===== src/rtl/memory_bus_arbiter.sv =====
// Arbitrates one single-port memory between instruction fetch and data access.
// Data has priority; fetch is guaranteed a grant after MAX_DATA_STREAK data grants.
module memory_bus_arbiter #(
  parameter int ADDR_WIDTH      = 32,
  parameter int DATA_WIDTH      = 32,
  parameter int MAX_DATA_STREAK = 4
) (
  input  logic                  clk,
  input  logic                  reset,
  input  logic                  instruction_request,
  input  logic [ADDR_WIDTH-1:0] instruction_address,
  output logic                  instruction_response,
  output logic [DATA_WIDTH-1:0] instruction_data,
  input  logic                  data_memory_read,
  input  logic                  data_memory_write,
  input  logic [ADDR_WIDTH-1:0] data_address,
  input  logic [DATA_WIDTH-1:0] write_data,
  output logic                  data_memory_response,
  output logic [DATA_WIDTH-1:0] read_data,
  output logic                  mem_read,
  output logic                  mem_write,
  output logic [ADDR_WIDTH-1:0] mem_address,
  output logic [DATA_WIDTH-1:0] mem_write_data,
  input  logic [DATA_WIDTH-1:0] mem_read_data,
  input  logic                  mem_response
);

  typedef enum logic [2:0] {
    IDLE,
    INSTR_WAIT,
    DATA_WAIT,
    INSTR_RESP,
    DATA_RESP
  } state_t;

  localparam logic [3:0] STREAK_MAX = 4'(MAX_DATA_STREAK);

  state_t                state;
  state_t                state_next;
  logic [3:0]            streak;
  logic [3:0]            streak_next;
  logic [ADDR_WIDTH-1:0] fetch_addr;
  logic                  data_req;
  logic                  fetch_starved;
  logic                  grant_data;
  logic                  grant_instr;

  always_comb begin
    state_next    = state;
    streak_next   = streak;
    data_req      = data_memory_read | data_memory_write;
    fetch_starved = instruction_request && (streak == STREAK_MAX);
    grant_data    = 1'b0;
    grant_instr   = 1'b0;
    unique case (state)
      IDLE: begin
        if (data_req && !fetch_starved) begin
          grant_data = 1'b1;
          state_next = DATA_WAIT;
          if (!instruction_request)
            streak_next = 4'd0;
          else if (streak != 4'hF)
            streak_next = streak + 4'd1;
        end else if (instruction_request) begin
          grant_instr = 1'b1;
          state_next  = INSTR_WAIT;
          streak_next = 4'd0;
        end
      end
      DATA_WAIT: begin
        if (mem_response)
          state_next = DATA_RESP;
      end
      INSTR_WAIT: begin
        if (mem_response)
          state_next = INSTR_RESP;
      end
      INSTR_RESP: state_next = IDLE;
      DATA_RESP:  state_next = IDLE;
      default:    state_next = IDLE;
    endcase
  end

  always_ff @(posedge clk) begin
    if (reset) begin
      state  <= IDLE;
      streak <= 4'd0;
    end else begin
      state  <= state_next;
      streak <= streak_next;
    end
  end

  // Responses are registered on the mem_response edge so they land in *_RESP.
  always_ff @(posedge clk) begin
    if (reset) begin
      mem_read             <= 1'b0;
      mem_write            <= 1'b0;
      mem_address          <= '0;
      mem_write_data       <= '0;
      fetch_addr           <= '0;
      instruction_data     <= '0;
      read_data            <= '0;
      instruction_response <= 1'b0;
      data_memory_response <= 1'b0;
    end else begin
      instruction_response <= 1'b0;
      data_memory_response <= 1'b0;
      if (grant_data) begin
        mem_address    <= data_address;
        mem_write_data <= write_data;
        mem_write      <= data_memory_write;
        mem_read       <= !data_memory_write;
      end
      if (grant_instr) begin
        mem_address <= instruction_address;
        fetch_addr  <= instruction_address;
        mem_read    <= 1'b1;
        mem_write   <= 1'b0;
      end
      if (state == DATA_WAIT && mem_response) begin
        mem_read             <= 1'b0;
        mem_write            <= 1'b0;
        data_memory_response <= 1'b1;
        if (mem_read)
          read_data <= mem_read_data;
      end
      // A PC change during the wait means the fetched word is stale.
      if (state == INSTR_WAIT && mem_response) begin
        mem_read <= 1'b0;
        if (instruction_address == fetch_addr) begin
          instruction_data     <= mem_read_data;
          instruction_response <= 1'b1;
        end
      end
    end
  end

endmodule

===== config.mk =====
export PLATFORM = sky130hd
export DESIGN_NAME = memory_bus_arbiter
export DESIGN_NICKNAME = d
export VERILOG_FILES = /design/src/rtl/memory_bus_arbiter.sv
export SDC_FILE = /design/constraint.sdc
export NUM_CORES = 1
export LEC_CHECK = 0
export BUFFER_PORTS_ARGS = -buffer_cell sky130_fd_sc_hd__buf_2
export CAP_MARGIN = 0
export CORE_MARGIN = 2
export CORE_UTILIZATION = 45
export CTS_CLUSTER_SIZE = 30
export DETAILED_ROUTE_END_ITERATION = 8
export PLACE_DENSITY = 0.74
export SKIP_LAST_GASP = 1
export SYNTH_ARGS = -nofsm -noshare
export SYNTH_HDL_FRONTEND = slang
export SYNTH_SLANG_ARGS = --single-unit

===== constraint.sdc =====
create_clock -name clk -period 2.5 [get_ports clk]
set_input_delay 0.375 -clock clk [delete_from_list [all_inputs] [get_ports clk]]
set_output_delay 0.375 -clock clk [all_outputs]
set_load 0.005 [all_outputs]

==> flow_metrics.env, run 1 <==
export IMPL_result_of_the_run="complete, no violations"
export IMPL_postCtsSetupRepairBufs=0
export IMPL_syn_cell_area_sq_um=7066
export IMPL_post_cts_resized_instances=0
export IMPL_design_final_nets=1228
export IMPL_worst_path_largest_cell_delay_ns=0.38
export IMPL_drc=0
export IMPL_port_buffer_count=265
export IMPL_crit_path_cell_trace="nor2_1 > nand4_1 > nor4_2 > nand4_1 > buf_4 > mux2i_1"
export IMPL_cts_tree="yes"
export IMPL_first_pass_iters=5
export IMPL_ant_nets=0
export IMPL_num_antenna_cells=0
export IMPL_fmax_mhz=530.2
export IMPL_synth_simple_gate_area_frac=0.2453
export IMPL_avgSynthCellArea_sq_um=8.283
export IMPL_cts_hold_repair_buffers=0
export IMPL_startpoint_type="flip-flop"
export IMPL_period_share=0.7545
export IMPL_cts_htree_levels=4
export IMPL_grt_pass1_wl_mm=28.86
export IMPL_detailedRoute_firstIterationViolations=360
export IMPL_timing_critical_path_slowest_stage_cell="sky130_fd_sc_hd__dfxtp_1"
export IMPL_setup_repair_after_global_routing_missed_its_margin="false"
export IMPL_floorplan_core_area_sq_um=15260
export IMPL_totalPowerFinal_mw=6.966
export IMPL_multi_input_combinational_cell_area_sq_um=3369
export IMPL_synth_seq_cells=171
export IMPL_initial_antenna_violation_count=1
export IMPL_finalWorstPathRequiredPeriod_ns=1.886
export IMPL_vias_per_cell=4.969
export IMPL_clkSinkCount=171
export IMPL_ios=266
export IMPL_regArea_sq_um=3423
export IMPL_max_slew_margin=0.4286
export IMPL_max_vdd_ir_drop_mv=0.5082
export IMPL_final_common_cell="sky130_fd_sc_hd__buf_2"
export IMPL_postSynthNetCount=989
export IMPL_synth_enable_flop_cells=0
export IMPL_yosys_most_used_dff="sky130_fd_sc_hd__dfxtp_1"
export IMPL_critPathMostFrequentCell="sky130_fd_sc_hd__nand4_1"
export IMPL_globalplace_congestion=0.8074
export IMPL_power_static_leakage_nw=4.139
export IMPL_die_h_um=129.3
export IMPL_number_of_cells_in_the_design_after_placement=1284
export IMPL_initial_utilization=0.4631
export IMPL_clock_path_buffers=2
export IMPL_worst_ep_arrival_time_ns=2.16
export IMPL_power_density_nw_per_um2=755.5
export IMPL_wire_per_inst_um=14.09
export IMPL_grt_start_max_net_pins=67
export IMPL_worst_clock_skew_ns=0.005547
export IMPL_cap_violations=0
export IMPL_synth_area_mux_share=0.04675
export IMPL_grt_total_usage=0.2173
export IMPL_cts_root_buffer="sky130_fd_sc_hd__clkbuf_16"
export IMPL_synth_top_family_by_area="simple AND/OR/NAND/NOR gates"
export IMPL_yosys_cell_types_count=32
export IMPL_place_detailed_hpwl_mm=13.04
export IMPL_clock_latency_ns=0.42
export IMPL_row_count=45
export IMPL_postSynthCellCount=853
export IMPL_finish_cell_count_without_fillers=1316
export IMPL_n_fill_cell=1419
export IMPL_seq_area_frac_synth=0.4845
export IMPL_classification_of_the_worst_setup_path="reg2reg"
export IMPL_final_layout_size_suffix_gt1_frac=0.2905
export IMPL_post_synth_fa_ha_maj_area_fraction=0.003542
export IMPL_totalNegativeSetupSlack_ns=0
export IMPL_routed_wire_length_mm=18.54
export IMPL_synth_compound_area_share=0.1395
export IMPL_path_max_fanout=32
export IMPL_vias_in_the_first_global_route=5834
export IMPL_syn_to_final_growth_pct=30.49
export IMPL_critical_path_endpoint_type="flip-flop"
export IMPL_floorplan_die_area_sq_um=16720
export IMPL_synthArstFlopShare=0
export IMPL_timing_final_hold_violations=0
export IMPL_layout_cells_most_common_list="sky130_fd_sc_hd__buf_2 (264), sky130_fd_sc_hd__nand2_1 (199), sky130_fd_sc_hd__dfxtp_1 (171)"
export IMPL_cts_made_buffers=17
export IMPL_die_x_um=129.3
export IMPL_worstHoldPathType="in2reg"
export IMPL_grt_residual_overflow=0
export IMPL_timing_max_transition_violations_final=0
export IMPL_yosysWarningCount=0
export IMPL_vias=6539
export IMPL_required_time_worst_endpoint_ns=2.78
export IMPL_setup_violations=0
export IMPL_worstMarginPinSlew_ns=0.8562
export IMPL_clock_slew_seen_by_the_registers_of_the_worst_setup_and_hold_paths_ns=0.06
export IMPL_yosys_area_share_xor_xnor=0.04091
-- flip-flops by register name, indices dropped and copies added (netlist names) --
| register | cells |
|---|---|
| mem_address | 32 |
| fetch_addr | 32 |
| mem_write_data | 32 |
| read_data | 32 |
| mem_read | 1 |
| mem_write | 1 |
| instruction_response | 1 |
| streak | 4 |
| data_memory_response | 1 |
| state | 3 |
| instruction_data | 32 |
-- metrics by stage --
stage | hold slack, ns | setup WS (ns) | cell area, sq um | utilization
2_1_floorplan | 0.4478 | 0.7884 | 7066 | -
3_3_place_gp | 0.4390 | 0.5062 | 8568 | 0.5615
3_5_place_dp | 0.4435 | 0.4930 | 8568 | 0.5615
4_1_cts | 0.1685 | 0.5936 | 9220 | 0.6043
5_1_grt | 0.1781 | 0.4728 | 9220 | 0.6043
6_report | 0.1924 | 0.6138 | 9220 | 0.6043
-- layout make-up --
cell class,instances,area share
Timing Repair Buffer,284,0.1623
Clock buffer,21,0.04994
Tap cell,211,0.02863
Inverter,4,0.001628
Multi-Input combinational cell,614,0.3654
Sequential cell,171,0.3713
Clock inverter,11,0.02076
-- path summary, 6_finish.rpt --
path / from / to / slack, ns / cells past startpoint
worst min register to register: mem_write_data[22] / mem_write_data[22] / 0.45 / 2
worst max register to register: state[1] / instruction_data[3] / 0.61 / 6
worst max-delay path: state[1] / instruction_data[3] / 0.61 / 6
worst min-delay path: write_data[2] / mem_write_data[2] / 0.19 / 3
-- cells in the mapped netlist, drive strengths merged (3+ instances only) --
cell | n | area (sq um)
o21ai | 34 | 173.9
or3 | 33 | 206.5
nor3 | 7 | 57.55
nand3 | 4 | 20.02
xnor2 | 30 | 262.8
dfxtp | 171 | 3423
xor2 | 3 | 26.28
nand2 | 199 | 747.0
clkbuf | 50 | 188.9
a21oi | 102 | 510.5
mux2i | 33 | 330.3
buf | 14 | 75.07
a211oi | 34 | 255.2
nand4 | 11 | 68.82
nor2 | 40 | 150.1
inv | 4 | 15.01
nand2b | 67 | 419.2
-- power breakdown --
part	internal (mW)	switching [mW]
registers	2.93	0.107
logic	0.453	0.609
clock network	1.83	1.04
-- critical path: cells and delay by family (launching register included) --
family	cells	cell delay, ns
and+or+nand+nor	4	0.84
buffers and inverters	1	0.31
DFF	1	0.38
muxes	1	0.19
-- metal layers --
metal / vias to the layer above / global-route usage / wire, um
li1: 3334 / - / -
met1: 2982 / 0.2768 / 8147
met2: 200 / 0.3610 / 8885
met3: 23 / 0.04789 / 1174
met4: 0 / 0.08312 / 330
met5: - / 0 / 0
-- kinds of logic (layout without fill, tap and decap cells) --
logic type,Yosys count,after routing
AO/OA/AOI/OAI,176,176
XOR/XNOR,33,33
adder cells (fa/ha/maj),2,2
buffers and inverters,68,320
flip-flops,171,171
multiplexers,33,33
AND/OR/NAND/NOR,370,370
(Power assumes the default switching activity.)
==> inputs of run 2 (changes only) <==
- ABC_AREA: default -> 1
- PLACE_DENSITY: 0.74 -> 0.73
- clock period: 2.5 -> 1.9 ns (I/O delays scaled with it)
==> flow_metrics.env, run 2 <==
export IMPL_grt_total_usage=0.2449
export IMPL_grt_residual_overflow=0
export IMPL_postSynthNetCount=1239
export IMPL_synth_largest_area_cell="sky130_fd_sc_hd__dfxtp_1"
export IMPL_critical_path_endpoint_type="flip-flop"
export IMPL_clock_path_buffers=2
export IMPL_wire_per_inst_um=13.69
export IMPL_first_pass_iters=4
export IMPL_floorplan_die_area_sq_um=17560
export IMPL_vias=7639
export IMPL_synthArstFlopShare=0
export IMPL_post_synth_top_count_cell="sky130_fd_sc_hd__nand2_1"
export IMPL_postCtsSetupRepairBufs=0
export IMPL_die_h_um=132.5
export IMPL_worst_ep_arrival_time_ns=2.12
export IMPL_cap_violations=0
export IMPL_synth_top_cells_by_count="sky130_fd_sc_hd__nand2_1 (321), sky130_fd_sc_hd__dfxtp_1 (171), sky130_fd_sc_hd__nor2_1 (164), sky130_fd_sc_hd__inv_1 (116), sky130_fd_sc_hd__nand3_1 (104)"
export IMPL_max_vdd_ir_drop_mv=0.6678
export IMPL_fmax_mhz=573.1
export IMPL_clock_latency_ns=0.43
export IMPL_initial_antenna_violation_count=2
export IMPL_totalPowerFinal_mw=11.46
export IMPL_port_buffer_count=265
export IMPL_row_count=46
export IMPL_initial_utilization=0.4646
export IMPL_power_density_nw_per_um2=1192
export IMPL_cts_tree="yes"
export IMPL_wl_met2_mm=10.05
export IMPL_cts_hold_repair_buffers=0
export IMPL_syn_cell_area_sq_um=7433
export IMPL_place_detailed_hpwl_mm=15.42
export IMPL_yosys_cell_types_count=31
export IMPL_layout_setup_ws_ns=0.1553
export IMPL_globalplace_congestion=0.8789
export IMPL_cts_made_buffers=17
export IMPL_vias_in_the_first_global_route=7107
export IMPL_design_final_nets=1481
export IMPL_synth_enable_flop_cells=0
export IMPL_ios=266
export IMPL_avgSynthCellArea_sq_um=6.739
export IMPL_yosysWarningCount=0
export IMPL_finalWorstPathRequiredPeriod_ns=1.745
export IMPL_yosys_most_used_dff="sky130_fd_sc_hd__dfxtp_1"
export IMPL_cts_htree_levels=4
export IMPL_required_time_worst_endpoint_ns=2.27
export IMPL_layout_cells_most_common_list="sky130_fd_sc_hd__nand2_1 (321), sky130_fd_sc_hd__buf_2 (265), sky130_fd_sc_hd__dfxtp_1 (171)"
export IMPL_final_layout_size_suffix_gt1_frac=0.2452
export IMPL_worstHoldPathType="in2reg"
export IMPL_vias_per_cell=4.847
export IMPL_seq_area_frac_synth=0.4605
export IMPL_post_synth_top_area_fraction=0.4605
export IMPL_result_of_the_run="complete, no violations"
export IMPL_m1WireLength_mm=9.374
export IMPL_die_x_um=132.5
export IMPL_routed_wire_length_mm=21.58
export IMPL_post_cts_resized_instances=1
export IMPL_final_util=0.6008
export IMPL_setup_repair_after_global_routing_missed_its_margin="false"
export IMPL_worstMarginPinSlew_ns=0.3524
export IMPL_synth_seq_cells=171
export IMPL_crit_start="streak[0]"
export IMPL_period_share=0.9183
export IMPL_detailedRoute_firstIterationViolations=408
export IMPL_classification_of_the_worst_setup_path="reg2reg"
export IMPL_clkSinkCount=171
export IMPL_timing_final_hold_violations=0
export IMPL_ant_nets=0
export IMPL_worst_clock_skew_ns=0.008768
export IMPL_grt_start_max_net_pins=69
export IMPL_startpoint_type="flip-flop"
export IMPL_cts_root_buffer="sky130_fd_sc_hd__clkbuf_16"
export IMPL_floorplan_core_area_sq_um=16000
export IMPL_min_delay_start="write_data[26]"
export IMPL_final_common_cell="sky130_fd_sc_hd__nand2_1"
export IMPL_setup_violations=0
export IMPL_grt_pass1_wl_mm=34.86
export IMPL_power_static_leakage_nw=4.922
export IMPL_postSynthCellCount=1103
export IMPL_max_slew_margin=0.7650
export IMPL_top_layer="met4"
export IMPL_drc=0
export IMPL_finish_cell_count_without_fillers=1576
export IMPL_totalNegativeSetupSlack_ns=0
export IMPL_syn_to_final_growth_pct=29.32
export IMPL_synth_top_cells_by_area="sky130_fd_sc_hd__dfxtp_1 (46%), sky130_fd_sc_hd__nand2_1 (16%), sky130_fd_sc_hd__nor2_1 (8.3%)"
export IMPL_r2r_start="streak[0]"
export IMPL_timing_max_transition_violations_final=0
export IMPL_n_fill_cell=1573
export IMPL_met3_wirelength_mm=1.603
export IMPL_clock_slew_seen_by_the_registers_of_the_worst_setup_and_hold_paths_ns=0.07
export IMPL_number_of_cells_in_the_design_after_placement=1542
export IMPL_dpl_worst_slack_ns=-0.02961
export IMPL_path_max_fanout=65
run 2: cells by family (layout without fill, tap and decap cells):
kind of cell | count (synthesis) | after routing | synth area share
compound gates | 123 | 123 | 0.08332
xor+xnor | 12 | 12 | 0.01414
fa+ha+maj | 2 | 2 | 0.003366
buf+inv | 181 | 436 | 0.1010
flops | 171 | 171 | 0.4605
other cells | 0 | 2 | 0
simple gates | 614 | 614 | 0.3377
run 2: final timing paths:
check	depth (start not counted)	end	slack (ns)
worst max-delay path	10	mem_address[19]	0.16
worst min-delay path	3	mem_write_data[26]	0.08
worst max register to register	10	mem_address[19]	0.16
worst min register to register	2	read_data[24]	0.46
run 2: layout make-up:
class / instances / area (sq um) / area share
sequential: 171 / 3423 / 0.3561
multi-input combinational: 751 / 3274 / 0.3406
timing repair buffer: 280 / 1551 / 0.1614
inverter: 124 / 471.7 / 0.04907
clock buffer: 20 / 456.7 / 0.04751
tap: 216 / 270.3 / 0.02811
clock inverter: 12 / 160.2 / 0.01666
antenna: 2 / 5.005 / 0.0005206
run 2: report_power, final:
group / leakage [nW] / total [mW] / switching, mW / internal, mW
Sequential: 1.39 / 4.55 / 0.345 / 4.20
Combinational: 3.23 / 3.27 / 2.03 / 1.24
Clock: 0.301 / 3.64 / 1.49 / 2.15
Total: 4.92 / 11.5 / 3.86 / 7.59
run 2: metrics by stage:
stage / instance area [sq um] / hold WS (ns)
final: 9613 / 0.08115
after global routing: 9610 / 0.07673
after CTS: 9600 / 0.05504
after detailed placement: 8981 / 0.4497
after global placement: 8981 / 0.4450
after floorplan: 7433 / 0.4199
run 2: critical path, stage by stage, from the launching register on:
cell	delay (ns)
sky130_fd_sc_hd__dfxtp_1	0.38
sky130_fd_sc_hd__inv_1	0.08
sky130_fd_sc_hd__ha_1	0.22
sky130_fd_sc_hd__nand4_1	0.13
sky130_fd_sc_hd__nand2_2	0.12
sky130_fd_sc_hd__nor2_4	0.14
sky130_fd_sc_hd__buf_12	0.25
sky130_fd_sc_hd__nand2_1	0.12
sky130_fd_sc_hd__nand3_1	0.11
sky130_fd_sc_hd__nand2_1	0.05
sky130_fd_sc_hd__inv_1	0.05
run 2: per-layer routing:
layer | up-vias | GRT usage
met3 | 40 | 0.06897
li1 | 3906 | -
met5 | - | 0
met1 | 3401 | 0.2936
met2 | 292 | 0.4168
met4 | 0 | 0.09379
